`config.mk`:
```
export PLATFORM = sky130hd
export DESIGN_NAME = dram_bank_sequencer
export DESIGN_NICKNAME = d
export VERILOG_FILES = /design/src/rtl/dram_seq_pkg.sv /design/src/rtl/dram_frame_counter.sv /design/src/rtl/dram_bank_sequencer.sv
export SDC_FILE = /design/constraint.sdc
export NUM_CORES = 1
export LEC_CHECK = 0
export ABC_AREA = 1
export CORE_ASPECT_RATIO = 0.9
export CORE_MARGIN = 2
export CORE_UTILIZATION = 45
export CTS_BUF_LIST = sky130_fd_sc_hd__clkbuf_4 sky130_fd_sc_hd__clkbuf_8
export CTS_CLUSTER_SIZE = 12
export DETAILED_ROUTE_END_ITERATION = 7
export PLACE_DENSITY_LB_ADDON = 0.05
export RECOVER_POWER = 100
export SLEW_MARGIN = 20
export SYNTH_ARGS = -nofsm -noshare
export SYNTH_HDL_FRONTEND = slang
export SYNTH_SLANG_ARGS = --single-unit
```
`constraint.sdc`:
```
create_clock -name clk -period 2 [get_ports clk]
set_input_delay 0.2 -clock clk [delete_from_list [all_inputs] [get_ports clk]]
set_output_delay 0.2 -clock clk [all_outputs]
set_load 0.02 [all_outputs]
```
`src/rtl/dram_seq_pkg.sv`:
```
// Shared defaults and address packing for the
// double-buffered bit-serial DRAM bank sequencer.
package dram_seq_pkg;

  localparam int IO_WIDTH_DEF   = 16;
  localparam int ADDR_WIDTH_DEF = 4;

  // {bank, index} packed into the low aw+1 bits
  function automatic logic [31:0] pack_addr(
    input logic        bank,
    input logic [31:0] idx,
    input int          aw
  );
    return (32'(bank) << aw) | idx;
  endfunction

endpackage

```
`src/rtl/dram_frame_counter.sv`:
```
// Bit index within a frame; wraps after the
// last bit and flags that last position.
module dram_frame_counter
  import dram_seq_pkg::*;
#(
  parameter int IO_WIDTH   = IO_WIDTH_DEF,
  parameter int ADDR_WIDTH = ADDR_WIDTH_DEF
) (
  input  logic                  clk,
  input  logic                  rst,
  input  logic                  en,
  output logic [ADDR_WIDTH-1:0] idx,
  output logic                  last
);

  localparam logic [ADDR_WIDTH-1:0] LAST_IDX =
    ADDR_WIDTH'(IO_WIDTH - 1);

  assign last = (idx == LAST_IDX);

  // advance on enabled cycles, wrap at frame end
  always_ff @(posedge clk) begin
    if (rst)
      idx <= '0;
    else if (en)
      idx <= last ? '0 : idx + 1'b1;
  end

endmodule

```
`src/rtl/dram_bank_sequencer.sv`:
```
// Ping-pong sequencer: serialises a word into one
// RAM bank while deserialising the other bank.
module dram_bank_sequencer
  import dram_seq_pkg::*;
#(
  parameter int IO_WIDTH   = IO_WIDTH_DEF,
  parameter int ADDR_WIDTH = ADDR_WIDTH_DEF
) (
  input  logic                  clk,
  input  logic                  rst,
  input  logic                  en,
  input  logic [IO_WIDTH-1:0]   in,
  input  logic                  swap_req,
  output logic                  swap_ack,
  output logic [IO_WIDTH-1:0]   out,
  output logic                  frame_done,
  output logic                  wbank,
  output logic [ADDR_WIDTH:0]   ram_waddr,
  output logic [ADDR_WIDTH:0]   ram_raddr,
  output logic                  ram_we,
  output logic                  ram_din,
  input  logic                  ram_dout
);

  if (IO_WIDTH != 2 ** ADDR_WIDTH) begin : g_bad_width
    $error("IO_WIDTH must equal 2**ADDR_WIDTH");
  end

  logic [ADDR_WIDTH-1:0] idx;
  logic                  last;
  logic                  fire;
  logic                  first;
  logic                  swap_pending;
  logic [IO_WIDTH-1:0]   snap;
  logic [IO_WIDTH-1:0]   shadow;
  logic [IO_WIDTH-1:0]   src;
  logic [IO_WIDTH-1:0]   frame;

  dram_frame_counter #(
    .IO_WIDTH  (IO_WIDTH),
    .ADDR_WIDTH(ADDR_WIDTH)
  ) u_cnt (
    .clk (clk),
    .rst (rst),
    .en  (en),
    .idx (idx),
    .last(last)
  );

  assign fire  = en && last;
  assign first = (idx == '0);

  assign ram_we    = en;
  assign ram_waddr = (ADDR_WIDTH + 1)'(
    pack_addr(wbank, 32'(idx), ADDR_WIDTH));
  assign ram_raddr = (ADDR_WIDTH + 1)'(
    pack_addr(~wbank, 32'(idx), ADDR_WIDTH));

  // bit 0 comes straight from in so the frame
  // serialises the same word that snap captures
  always_comb begin
    src     = first ? in : snap;
    ram_din = src[idx];
    frame   = shadow;
    frame[idx] = ram_dout;
  end

  // latch the word to serialise at frame start
  always_ff @(posedge clk) begin
    if (rst)
      snap <= '0;
    else if (en && first)
      snap <= in;
  end

  // collect read bits; publish on the last bit
  always_ff @(posedge clk) begin
    if (rst) begin
      shadow     <= '0;
      out        <= '0;
      frame_done <= 1'b0;
    end else begin
      frame_done <= fire;
      if (en)
        shadow <= frame;
      if (fire)
        out <= frame;
    end
  end

  // swap requests merge and apply at frame end
  always_ff @(posedge clk) begin
    if (rst) begin
      wbank        <= 1'b0;
      swap_pending <= 1'b0;
      swap_ack     <= 1'b0;
    end else begin
      swap_ack <= 1'b0;
      if (fire && (swap_pending || swap_req)) begin
        wbank        <= ~wbank;
        swap_pending <= 1'b0;
        swap_ack     <= 1'b1;
      end else if (swap_req) begin
        swap_pending <= 1'b1;
      end
    end
  end

endmodule

```
# --- Word-level counts from Yosys, hierarchy flattened ---
# Index checks and enable logic that the tools add are counted.
classes:
  mux: 8
  reduce_logical: 7
  n_bitwise: 3
  eq_ne: 1
  magnitude_cmp: 2
  addsub: 1
ops:
  columns: ["op", "count"]
  rows:
  - ["$bwmux W16", 1]
  - ["$mux W16", 1]
  - ["$or A5 B4 Y5", 2]
  - ["$lt A4 B5 Y1 const B", 1]
  - ["$add A4 B1 Y4 const B", 1]
  - ["$bmux W1 S4", 1]
  - ["$demux W1 S4", 1]
  - ["$eq A4 B4 Y1 const B", 1]
  - ["$ge A4 B1 Y1 const B", 1]
  - ["$logic_and A1 B1 Y1", 4]
  - ["$logic_not A4 Y1", 1]
  - ["$mux W4", 1]
  - ["$mux W1", 3]
  - ["$reduce_or A2 Y1", 1]
  - ["$logic_or A1 B1 Y1", 1]
  - ["$not A1 Y1", 1]
totals:
  in_bits: 21
  reg_bits: 56
  word_cells: 30

# --- Depth between registers and ports, before layout ---
# Gate-level depths: netlist of the first run.
logic_depth:
  depth_word: 5
  mapped_depth: 11

# --- Hierarchy ---
# A second synthesis of the first run with hierarchy kept.
hier_totals:
  cells_unflattened: 390
  area_unflattened_um2: 2651.3
modules_own_cells:
  columns: ["module", "cells_per_inst", "area_each_um2", "n_inst", "seq_area_each_um2"]
  rows:
  - ["dram_bank_sequencer", 360, 2452.4, 1, 1021.0]
  - ["dram_frame_counter", 30, 198.9, 1, 80.1]

# --- Worst setup path before layout of the first run ---
# Ideal clock, no wire load.
synth_path:
  kind: "register to output"
  from: "register u_cnt.idx[1]"
  to: "output ram_din"
  path_stages_with_launch: 12
  setup_slack_ps: -51
  path_buffers: 2
  arrival_time_ps: 1851
  path_cell_list: "dfxtp_1 > inv_1 > ha_1 > buf_2 > buf_4 > nand3b_1 > nand3_1 > nand3_1 > nand3_1 > nand2_1 > inv_1 > nand2_1"
synth_between:
  elab_chain_cells: 4
synth_lines:
  columns: ["item", "line_no", "text"]
  rows:
  - ["start, declared", "dram_frame_counter.sv:12", "output logic [ADDR_WIDTH-1:0] idx,"]
  - ["start signal, assigned", "dram_frame_counter.sv:26", "idx <= last ? '0 : idx + 1'b1;"]
  - ["$logic_not A4 Y1", "dram_bank_sequencer.sv:51", "assign first = (idx == '0);"]
  - ["$mux W16", "dram_bank_sequencer.sv:62", "src = first ? in : snap;"]
  - ["$bmux W1 S4 (*)", "dram_bank_sequencer.sv:63", "ram_din = src[idx];"]
  - ["$mux W1 (not written as such) (*)", "dram_bank_sequencer.sv:63", null]
  - ["end, declared", "dram_bank_sequencer.sv:21", "output logic ram_din,"]
# Every way passes the cells marked *; elsewhere a longest branch is shown, timed or not. The select of a mux whose other input is x is not followed.

# --- Final worst setup path of the first run ---
layout_path:
  from: "register u_cnt.idx[0]"
  to: "output ram_din"
# The elaborated chain is that of the path after synthesis.

==> reports/summary.txt, run 1 <==
result of the run -> completed
remaining number of nets flagged by the antenna check after routing -> 0
count of vias placed by the detailed router -> 2,561
number of global-route vias before repair -> 2,425
Pwr Density -> 655 mW/mm^2
Crit. Startpoint -> u_cnt.idx[0]$_SDFFE_PP0P_
final-layout worst hold slack -> 454 ps
post-synthesis area per instance -> 7.19 sq um
flop and latch count out of synthesis -> 55
number of detailed-route iterations in the first pass -> 4
share of the synthesized area in compound gates (AO/OA/AOI/OAI) -> 17.1%
cell type with the highest occurrence count on the critical path -> sky130_fd_sc_hd__nand3_1
maximum capacitance violations -> 0
Mapped Cells -> 382
summed area of non-filler cells in the final layout -> 0.00350 sq mm
clock skew -> 4.74 ps
Max Fclk -> 521 MHz
end of the worst register-to-register path -> u_cnt.idx[3]$_SDFFE_PP0P_
clock latency of the later-clocked register in the worst-skew pair -> 310 ps
worst setup path end -> ram_din
DR DRC count -> 0
DRT iter0 DRCs -> 79
depth of the CTS H-tree -> 2
share of cell area taken by muxes after synthesis -> 0%
Synthesis Warnings -> 0
endpoint type of the worst setup path -> output port
start of the worst register-to-register path -> u_cnt.idx[0]$_SDFFE_PP0P_
cell area reported after detailed placement -> 0.00333 sq mm
number of antenna violations at the first check in global routing -> 0
Port Buf Inserts -> 51
routed length per placed instance -> 13.0 microns
leakage power figure -> 1.53 nW
die width -> 86.4 microns
core area -> 0.00579 sq mm
RSZ-0062 raised after global routing -> true
Global Route Usage Sum -> 20.0%
TritonCTS clock tree -> yes
sequential-to-total area share from yosys stat -> 40.1%
number of top-level pins -> 52
Final HPWL DP -> 4560 microns
total wire length after detailed routing -> 6630 microns
post-synth net total -> 407
Mapped Area -> 0.00275 sq mm
Final setup viols -> 0
adder and majority gate portion of the synthesized area -> 1.82%
global placement routability congestion -> 0.828
Tcrit/Tclk final -> 95.9%
Avg Vias per Cell -> 5.03
share of layout cells above drive strength 1 -> 11.2%
global route total overflow -> 0
critical path class -> reg2out
setup slack on the worst flop-to-flop path -> 330 ps
maximum number of pins on one net before global-route repair -> 26
worst-path cell with the longest stage delay -> sky130_fd_sc_hd__dfxtp_2
Post-Synth XOR/XNOR Area -> 0%
critical-path maximum fanout -> 5
Slew Limit Fails -> 0
VDD IR-drop max -> 441 uV
die height -> 78.1 microns
global-route wire length before repair -> 10,900 microns
number of failing hold endpoints at the final stage -> 0
diodes inserted -> 0
worst min-delay path class -> reg2reg
relative max-transition margin -> 74.9%
cell at the root of the clock tree -> sky130_fd_sc_hd__clkbuf_8
worst path arrival time -> 1720 ps
dominant combinational cell family by area after synthesis -> simple AND/OR/NAND/NOR gates
startpoint type of the worst setup path -> register
transition at the pin with the smallest max-transition slack -> 376 ps
CTS sink count -> 55
net count reported at finish -> 463
Worst path max stage delay -> 340 ps
final critical delay including setup and external delays -> 1920 ps
cells along the critical path -> inv_2 -> ha_4 -> clkbuf_16 -> nand3b_1 -> nand3_1 -> nand3_1 -> nand3_1 -> nand2_1 -> inv_1 -> nand2_1 -> buf_6
fraction of the mapped netlist area in simple logic gates -> 25.7%
standard-cell row count -> 26
clock input transition at the sequential cells of the worst setup and hold paths -> 100 ps
initial standard-cell utilization of the core -> 47.4%
Die Outline Area -> 0.00675 sq mm
Longest Clk Path Bufs -> 2
count of cells along the worst register-to-register path -> 7
number of distinct library cell variants in the gate-level netlist after synthesis -> 25
worst path required time -> 1800 ps
Synth-to-Final Area Change -> 27.5%
clock buffers created by TritonCTS -> 5
## logic make-up after synthesis
family / count (synthesis)
flops: 55
compound gates: 88
buf+inv: 90
simple gates: 145
fa+ha+maj: 4
## what timing repair did
action                                  in CTS  in global routing
endpoints found under the hold margin        0                  0
gates cloned                                 0                  1
pin swaps                                    1                 13
hold buffers                                 0                  0
resized for setup                            9                  9
setup buffers                                0                  1
endpoints found under the setup margin       1                  1
## power by group
| group | internal (mW) | switching (mW) | leakage, nW | total [mW] |
|---|---|---|---|---|
| clock | 0.260 | 0.366 | 0.0446 | 0.626 |
| combinational | 0.216 | 0.280 | 1.04 | 0.496 |
| sequential | 1.15 | 0.0191 | 0.451 | 1.17 |
## layer usage
metal	track usage, %	up-vias	share of wire (%)
met5	0	-	0
met4	6.09	0	0.84
met3	3.36	5	4.0
met2	32.1	50	46
met1	27.5	1163	50
li1	-	1343	-
## how the worst min path moves through the flow
stage	startpoint	end	slack [ps]	depth (start not counted)
after CTS	snap[14]$_SDFFE_PP0P_	snap[14]$_SDFFE_PP0P_	460	2
after global routing	snap[14]$_SDFFE_PP0P_	snap[14]$_SDFFE_PP0P_	480	2
after detailed placement	snap[14]$_SDFFE_PP0P_	snap[14]$_SDFFE_PP0P_	440	2
final	snap[0]$_SDFFE_PP0P_	snap[0]$_SDFFE_PP0P_	450	2
after global placement	snap[14]$_SDFFE_PP0P_	snap[14]$_SDFFE_PP0P_	440	2
after floorplan	swap_req	swap_pending$_SDFFE_PP0P_	330	2
## placed cells by master, fill, tap and decap left out
cell,instances
sky130_fd_sc_hd__nand2_1,63
sky130_fd_sc_hd__inv_1,59
sky130_fd_sc_hd__dfxtp_1,53
sky130_fd_sc_hd__clkdlybuf4s50_1,50
sky130_fd_sc_hd__nand3_1,49
sky130_fd_sc_hd__o21ai_0,34
sky130_fd_sc_hd__a21oi_1,28
sky130_fd_sc_hd__buf_4,18
sky130_fd_sc_hd__o21ai_1,14
sky130_fd_sc_hd__nor2_1,12
sky130_fd_sc_hd__o211ai_1,11
sky130_fd_sc_hd__nand3b_1,10
sky130_fd_sc_hd__clkbuf_8,5
sky130_fd_sc_hd__inv_2,4
sky130_fd_sc_hd__buf_6,4
sky130_fd_sc_hd__nor2_4,3
sky130_fd_sc_hd__ha_1,3
sky130_fd_sc_hd__nand3_2,2
sky130_fd_sc_hd__clkinv_1,2
sky130_fd_sc_hd__dfxtp_2,2
sky130_fd_sc_hd__nand2_8,1
sky130_fd_sc_hd__nor2_2,1
sky130_fd_sc_hd__nand2_4,1
sky130_fd_sc_hd__a31oi_1,1
sky130_fd_sc_hd__nand2_2,1
sky130_fd_sc_hd__nor2_8,1
sky130_fd_sc_hd__nor3_1,1
sky130_fd_sc_hd__ha_4,1
sky130_fd_sc_hd__clkbuf_4,1
sky130_fd_sc_hd__clkinvlp_4,1
sky130_fd_sc_hd__clkinv_2,1
sky130_fd_sc_hd__clkbuf_16,1
sky130_fd_sc_hd__buf_8,1
## Yosys cell counts, drive strengths merged
master / number / area (sq um)
a21oi: 28 / 140
a31oi: 1 / 6.26
buf: 19 / 144
clkbuf: 6 / 32.5
clkinv: 2 / 7.51
dfxtp: 55 / 1100
ha: 4 / 50.1
inv: 63 / 236
nand2: 66 / 265
nand3: 51 / 255
nand3b: 10 / 75.1
nor2: 17 / 105
nor3: 1 / 5.00
o211ai: 11 / 82.6
o21ai: 48 / 240
## through the flow
step           utilization [%]  TNS (ps)  total power, mW  setup slack [ps]  std cells
4_1_cts                   59.2         0             2.28              85.8        507
5_1_grt                   60.5     -43.8             2.42             -43.8        509
3_3_place_gp              57.5      -115             1.65              -115        499
2_1_floorplan                -         0             1.51              40.5        382
3_5_place_dp              57.5      -135             1.65              -135        499
6_report                  60.5         0             2.29              81.5        509
## state kept, by name (all words and copies together) (netlist names)
signal	count
out	16
frame_done	1
u_cnt.idx	4
swap_ack	1
snap	16
swap_pending	1
wbank	1
shadow	15
## layout make-up
cell class,instances,area (sq um)
tap,70,87.6
clock buffer,6,76.3
timing repair buffer,74,721
inverter,65,244
sequential,55,1100
fill,547,2290
multi-input combinational,237,1260
clock inverter,2,12.5
## worst max-delay path: cells and delay by family, from the launching register on
kind,cells,cell delay [ps]
buffers and inverters,4,400
adder cells (fa/ha/maj),1,220
AND/OR/NAND/NOR,6,450
flip-flops,1,340
Power figures use the tool's default switching activity.
==> inputs of run 2 (changes only) <==
- RECOVER_POWER: 100 -> 50
==> results of run 2 <==
No change in the layout: final DEF, timing and power equal those of run 1.
